File: src/rtl/ppi_bus_controller.sv
// rtl/ppi_bus_controller.sv - PPI bus controller: strobe synchronisers, address decode and write commit
module ppi_bus_controller #(
  parameter int DATA_W      = 8,
  parameter int ADDR_W      = 2,
  parameter int SYNC_STAGES = 2,
  parameter logic [DATA_W-1:0] CTRL_RESET = DATA_W'(8'h9B),
  localparam int NUM_PORTS  = (1 << ADDR_W) - 1
) (
  input  logic                 CLK,
  input  logic                 RESET_bar,
  input  logic                 CS_bar,
  input  logic                 RD_bar,
  input  logic                 WR_bar,
  input  logic [ADDR_W-1:0]    A,
  input  logic [DATA_W-1:0]    D_IN,
  output logic [NUM_PORTS-1:0] port_wr_stb,
  output logic [DATA_W-1:0]    wr_data,
  output logic [ADDR_W-1:0]    port_rd_sel,
  output logic                 data_oe,
  output logic [DATA_W-1:0]    ctrl_word,
  output logic                 mode_set_stb,
  output logic                 port_clr,
  output logic                 bsr_stb,
  output logic [2:0]           bsr_bit,
  output logic                 bsr_val,
  output logic                 bus_err
);

  typedef enum logic [1:0] {IDLE, WR_ACT, RD_ACT} state_t;

  localparam logic [ADDR_W-1:0] CTRL_ADDR = '1;

  logic [SYNC_STAGES-1:0] cs_sync_q, rd_sync_q, wr_sync_q;
  logic                   cs, rd, wr;

  state_t                 state_q;
  logic [ADDR_W-1:0]      addr_q;
  logic [DATA_W-1:0]      data_q;
  logic [NUM_PORTS-1:0]   port_wr_stb_q;
  logic [DATA_W-1:0]      wr_data_q;
  logic [ADDR_W-1:0]      port_rd_sel_q;
  logic                   data_oe_q;
  logic [DATA_W-1:0]      ctrl_word_q;
  logic                   mode_set_stb_q;
  logic                   port_clr_q;
  logic                   bsr_stb_q;
  logic [2:0]             bsr_bit_q;
  logic                   bsr_val_q;
  logic                   bus_err_q;

  // Synchronisers idle high so releasing reset never looks like a strobe edge.
  always_ff @(posedge CLK or negedge RESET_bar) begin
    if (!RESET_bar) begin
      cs_sync_q <= '1;
      rd_sync_q <= '1;
      wr_sync_q <= '1;
    end else begin
      cs_sync_q <= {cs_sync_q[SYNC_STAGES-2:0], CS_bar};
      rd_sync_q <= {rd_sync_q[SYNC_STAGES-2:0], RD_bar};
      wr_sync_q <= {wr_sync_q[SYNC_STAGES-2:0], WR_bar};
    end
  end

  assign cs = ~cs_sync_q[SYNC_STAGES-1];
  assign rd = ~rd_sync_q[SYNC_STAGES-1];
  assign wr = ~wr_sync_q[SYNC_STAGES-1];

  always_ff @(posedge CLK or negedge RESET_bar) begin
    if (!RESET_bar) begin
      state_q        <= IDLE;
      addr_q         <= '0;
      data_q         <= '0;
      port_wr_stb_q  <= '0;
      wr_data_q      <= '0;
      port_rd_sel_q  <= '0;
      data_oe_q      <= 1'b0;
      ctrl_word_q    <= CTRL_RESET;
      mode_set_stb_q <= 1'b0;
      port_clr_q     <= 1'b0;
      bsr_stb_q      <= 1'b0;
      bsr_bit_q      <= 3'd0;
      bsr_val_q      <= 1'b0;
      bus_err_q      <= 1'b0;
    end else begin
      port_wr_stb_q  <= '0;
      mode_set_stb_q <= 1'b0;
      port_clr_q     <= 1'b0;
      bsr_stb_q      <= 1'b0;

      case (state_q)
        IDLE: begin
          if (cs && rd && wr) begin
            bus_err_q <= 1'b1;
          end else if (cs && wr) begin
            state_q <= WR_ACT;
            addr_q  <= A;
            data_q  <= D_IN;
          end else if (cs && rd) begin
            state_q       <= RD_ACT;
            port_rd_sel_q <= A;
          end
        end

        WR_ACT: begin
          if (rd) begin
            bus_err_q <= 1'b1;
            state_q   <= IDLE;
          end else if (!wr) begin
            // Strobe end seen: commit the last sample taken while the strobe was low.
            state_q   <= IDLE;
            wr_data_q <= data_q;
            if (addr_q != CTRL_ADDR) begin
              port_wr_stb_q <= NUM_PORTS'(1) << addr_q;
            end else if (data_q[DATA_W-1]) begin
              ctrl_word_q    <= data_q;
              mode_set_stb_q <= 1'b1;
              port_clr_q     <= 1'b1;
            end else begin
              bsr_stb_q <= 1'b1;
              bsr_bit_q <= data_q[3:1];
              bsr_val_q <= data_q[0];
            end
          end else if (!cs) begin
            state_q <= IDLE;
          end else begin
            addr_q <= A;
            data_q <= D_IN;
          end
        end

        RD_ACT: begin
          if (wr) begin
            bus_err_q <= 1'b1;
            data_oe_q <= 1'b0;
            state_q   <= IDLE;
          end else if (!rd || !cs) begin
            data_oe_q <= 1'b0;
            state_q   <= IDLE;
          end else begin
            data_oe_q <= 1'b1;
          end
        end

        default: state_q <= IDLE;
      endcase
    end
  end

  assign port_wr_stb  = port_wr_stb_q;
  assign wr_data      = wr_data_q;
  assign port_rd_sel  = port_rd_sel_q;
  assign data_oe      = data_oe_q;
  assign ctrl_word    = ctrl_word_q;
  assign mode_set_stb = mode_set_stb_q;
  assign port_clr     = port_clr_q;
  assign bsr_stb      = bsr_stb_q;
  assign bsr_bit      = bsr_bit_q;
  assign bsr_val      = bsr_val_q;
  assign bus_err      = bus_err_q;

endmodule

File: config.mk
export PLATFORM = sky130hd
export DESIGN_NAME = ppi_bus_controller
export DESIGN_NICKNAME = d
export VERILOG_FILES = /design/src/rtl/ppi_bus_controller.sv
export SDC_FILE = /design/constraint.sdc
export NUM_CORES = 1
export LEC_CHECK = 0
export ABC_AREA = 1
export CAP_MARGIN = 20
export CORE_ASPECT_RATIO = 1.2
export CORE_UTILIZATION = 23
export DETAILED_ROUTE_END_ITERATION = 10
export GPL_TIMING_DRIVEN = 0
export PLACE_DENSITY = 0.55
export SYNTH_ARGS = -nofsm -noshare
export SYNTH_HDL_FRONTEND = slang
export SYNTH_SLANG_ARGS = --single-unit
File: constraint.sdc
create_clock -name CLK -period 2.56 [get_ports CLK]
set_input_delay 0.512 -clock CLK [delete_from_list [all_inputs] [get_ports CLK]]
set_output_delay 0.512 -clock CLK [all_outputs]
set_load 0.03 [all_outputs]
==> After elaboration in Yosys (flattened, before gate mapping) <==
Index checks and enable logic that the tools add are counted.
{ "op_classes": {"n_eq_ne": 14, "shift": 1, "n_mux": 41, "bitwise": 7, "n_reduce_logical": 14} }
{ "op_table": {"columns": ["op", "count"], "rows": [
  ["two-way mux 8 bit", 5],
  ["two-way mux 2 bit", 13],
  ["!= test 2 bit, second input constant", 9],
  ["one-hot mux 8 bit (2 select lines)", 1],
  ["two-way mux 1 bit", 15],
  ["two-way mux 3 bit", 4],
  ["AND reduction 4 bit", 3],
  ["AND reduction 5 bit", 2],
  ["NOT 1 bit", 7],
  ["!= test 3 bit, second input constant", 2],
  ["one-hot mux 2 bit (3 select lines)", 1],
  ["AND reduction 6 bit", 1],
  ["!= test 4 bit, second input constant", 1],
  ["one-hot mux 2 bit (2 select lines)", 1],
  ["logical AND 1 bit", 3],
  ["one-hot mux 1 bit (3 select lines)", 1],
  ["AND reduction 3 bit", 1],
  ["nonzero test 3 bit", 1],
  ["<< shifter 1 x 2 -> 3 bit, first input constant", 1],
  ["equality test 2 x 1 -> 1 bit, second input constant", 1],
  ["equality test 2 bit, second input constant", 1],
  ["zero test 2 bit", 1],
  ["nonzero test 2 bit", 1],
  ["logical OR 1 bit", 1]
]} }
{ "word_totals": {"ff_bits": 46, "inputBits": 15, "wordCells": 93} }

==> Logic depth before layout (Yosys ltp) <==
{ "logic_depth": {"depth_word": 6, "ltp_mapped": 8, "ltp_nobuf": 8} }

==> Least setup slack after synthesis <==
OpenSTA, ideal clock, no wires.
{ "synth_path": {"path_kind": "register to register", "start": "reg state_q[1]", "end": "reg wr_data_q[7] (netlist: wr_data[7])", "arrival_ns": 1.346, "required_time_ns": 2.432, "slack_ns": 1.086, "stages_incl_launch_ff": 7, "path_buffers": 1, "path_cell_list": "dfrtp_1 -> inv_1 -> ha_1 -> inv_1 -> nor2_8 -> buf_6 -> mux2_1"} }
{ "synth_via": {"elab_chain_len": 2} }
{ "synth_lines": {"columns": ["element", "line", "source"], "rows": [
  ["start, declared", "36", "state_t state_q;"],
  ["start signal, assigned", "70", "state_q <= IDLE;"],
  ["start signal, assigned", "95", "state_q <= WR_ACT;"],
  ["start signal, assigned", "99", "state_q <= RD_ACT;"],
  ["equality test 2 x 1 -> 1 bit", "90", "case (state_q)"],
  ["AND reduction 3 bit (no line)", null, null],
  ["end signal, assigned", "111", "wr_data_q <= data_q;"],
  ["end, declared", "40", "logic [DATA_W-1:0] wr_data_q;"]
]} }
No other way between the ends.
A chain may end at the register's enable or synchronous reset.

==> Worst setup path after layout <==
{ "layout_path": {"start": "reg ctrl_word_q[3] (netlist: ctrl_word[3])", "end": "out ctrl_word[3]"} }
{ "layout_lines": {"columns": ["element", "line", "source"], "rows": [
  ["start, declared", "43", "logic [DATA_W-1:0] ctrl_word_q;"],
  ["start signal, assigned", "115", "ctrl_word_q <= data_q;"],
  ["end, declared", "20", "output logic [DATA_W-1:0] ctrl_word,"]
]} }
No word-level cell between the ends.

==> reports/metrics.yaml <==
cells_and_area:
  nFillCells: 851
  antennaDiodeCount: 0
  syn_to_final_growth_pct: 37.51
  multi_input_area_um2: 661.9
  drive_gt1_frac: 0.1564
  regArea_mm2: 0.001164
  nNetsFinal: 262
critical_path:
  worstPathRequired_ps: 2050
  r2r-start: "state_q[1]$_DFFE_PN0P_"
  cp.arrival_ps: 1510
  reg2reg_slack_ps: 950
  cp_cell_sequence: "clkdlybuf4s50_1"
  critPathTopFamily: "buffers and inverters"
  crit_slowest_cell: "clkdlybuf4s50_1"
  worstSetupPathType: "reg -> out"
  reg2reg_depth: 6
  critPathMaxFanout: 2
  rr_endpoint: "wr_data[7]$_DFFE_PN0P_"
  crit_buf_inv: 1
  critical_path.max_stage_delay_ps: 670
  endpoint_kind: "output pin"
  startpoint_type: "flop"
pwr:
  combPwrFrac: 0.401
  switching_share: 0.3719
  power_w: 0.003056
  p_int_w: 0.001919
  clockPowerShare: 0.216
  ir_drop_v: 0.0003035
  p_seq_frac: 0.384
  power.leakage_nw: 1.272
  p_sw_w: 0.001137
  powerDensity_mw_per_mm2: 1141
place:
  io_buffers: 43
  gp_congestion: 0.7729
  post-place-ws_ps: 866.4
  hpwl_um: 3034
die:
  die_x_um: 86.02
  initial_core_util: 0.2390
  coreArea_mm2: 0.008153
  fp-row-count: 36
  dieArea_mm2: 0.008844
  ios: 45
  chipHeight_um: 102.8
clock_tree:
  cts_buffers: 5
  postCtsHoldBufs: 0
  cts_buffer_depth: 2
  clk_pin_slew_worst_paths_ps: 90
  clk_latency_ps: 300
  h-tree-depth: 2
  postCtsResizedCells: 0
  cts_setup_buffers: 0
  clock-sinks: 46
  cts_root_buffer: "clkbuf_8"
  cts_tree: "done"
logic_synthesis:
  ys_seq_elements: 46
  synth_ff_type: "dfrtp_1"
  synth.most_common_cell: "nand2_1"
  synthAdderAreaFrac: 0.03211
  async_flop_share: 1.000
  synth_area_leaders: "dfrtp_1 46%, dfstp_2 13%, nand2_1 13%"
  syn_avg_cell_area_um2: 10.20
  synthSimpleGateAreaFrac: 0.2235
  synth_top_family_by_area: "simple AND/OR/NAND/NOR gates"
  synth_mux_area_frac: 0.02312
  synth_compound_area_frac: 0.05909
  synthTopCellsByCount: "65 x nand2_1, 36 x dfrtp_1, 18 x inv_1"
  ys_warn_count: 0
  synth_cell_types: 26
  synth_top_area_cell: "dfrtp_1"
  synthXorXnorAreaFrac: 0
  synth_seq_area_share: 0.5973
  synth_top_area_frac: 0.4624
  syn_area_mm2: 0.001948
  synthCells: 191
  syn_nets: 211
  synth_edf_count: 0
global_routing:
  grt_pass1_vias: 1382
  grt_pass1_wl_um: 6520
  grt.total_usage: 0.09710
  grt_antenna_before_repair: 0
  grt-ovfl-total: 0
  grt_start_max_net_pins: 28
timing:
  finClkSkew_ps: 5.653
  hold_viol: 0
  setup_ws_ps: 541.1
  hold_slack_ps: 157.4
  setup_viol: 0
  drv_slew: 0
  max_clock_freq_ghz: 0.4953
  grt_setup_unrepaired: "no"
  finalCritPeriodShare: 0.7886
  period_minus_slack_ps: 2019
hold_path:
  hold_class: "in -> async"
route:
  post_drt_wl_per_cell_um: 10.99
  first_iter_violations: 37
  vias: 1419
  antenna_left: 0
  viasPerCell: 3.975
  firstDrtPassIters: 4
  wl_um: 3923
  drc_errors: 0
flow_run:
  cap_violations: 0
outcome:
  status: "finished clean"
[state kept, by name (all words and copies together) (netlist names)]
| name | flops |
|---|---|
| data_q | 8 |
| port_rd_sel | 2 |
| cs_sync_q | 2 |
| wr_sync_q | 2 |
| wr_data | 8 |
| rd_sync_q | 2 |
| bsr_stb | 1 |
| bsr_val | 1 |
| port_clr | 1 |
| data_oe | 1 |
| ctrl_word | 7 |
| addr_q | 2 |
| state_q | 2 |
| bsr_bit | 3 |
| port_wr_stb | 3 |
| bus_err | 1 |
[layout make-up]
| type | instances | area share |
|---|---|---|
| Sequential cell | 46 | 0.4344 |
| Timing Repair Buffer | 44 | 0.1663 |
| Clock buffer | 6 | 0.03083 |
| Buffer | 7 | 0.02055 |
| Multi-Input combinational cell | 120 | 0.2471 |
| Inverter | 18 | 0.02522 |
| Tap cell | 114 | 0.05325 |
| Clock inverter | 2 | 0.02242 |
[worst max path at each step]
| stage | from | to | cells after the start |
|---|---|---|---|
| after floorplan | state_q[1]$_DFFE_PN0P_ | wr_data[7]$_DFFE_PN0P_ | 6 |
| after global placement | RESET_bar | wr_data[4]$_DFFE_PN0P_ | 1 |
| after detailed placement | ctrl_word[0]$_DFFE_PN1P_ | ctrl_word[0] | 1 |
| after CTS | ctrl_word[0]$_DFFE_PN1P_ | ctrl_word[0] | 1 |
| after global routing | ctrl_word[3]$_DFFE_PN1P_ | ctrl_word[3] | 1 |
| final | ctrl_word[3]$_DFFE_PN1P_ | ctrl_word[3] | 1 |
[layout by cell type, fill, tap and decap left out, types with 5 or more instances in the layout]
master           instances
clkbuf_8                 6
inv_1                   18
o21ai_0                  6
dfrtp_1                 36
nand3_1                  6
dfstp_2                 10
nand4_1                 10
nand2_1                 65
ha_1                     5
clkdlybuf4s50_1         42
[power by group through the flow]
stage | sequential (W) | clock (W) | combinational, W
final | 0.00117 | 0.000659 | 0.00122
after global routing | 0.00121 | 0.000707 | 0.00135
after CTS | 0.00118 | 0.000682 | 0.00125
after detailed placement | 0.00119 | 0 | 0.00124
after global placement | 0.00118 | 0 | 0.00123
after floorplan | 0.00147 | 0 | 0.000472
[metrics by stage]
stage / area [um^2] / std cells / util / setup TNS, ps
2_1_floorplan: 1948 / 191 / - / 0
3_3_place_gp: 2521 / 348 / 0.3092 / -12340
3_5_place_dp: 2536 / 349 / 0.3111 / 0
4_1_cts: 2679 / 357 / 0.3286 / 0
5_1_grt: 2679 / 357 / 0.3286 / 0
6_report: 2679 / 357 / 0.3286 / 0
[cells by family (layout without fill, tap and decap cells)]
group                      count (synthesis)  after routing
AOI/OAI and AO/OA                         17             17
adders and majority gates                  5              5
buffers and inverters                     25             77
DFF                                       46             46
muxes                                      4              4
other                                      1              1
and+or+nand+nor                           93             93
[metal layers]
metal	up-vias	wire length (um)	global-route usage	share of wire
li1	712	-	-	-
met1	673	1645	0.1048	0.42
met2	29	2069	0.1795	0.53
met3	5	160	0.02962	0.041
met4	0	48	0.03462	0.012
met5	-	0	0	0
Note: power is estimated with default switching activity, not from simulation.
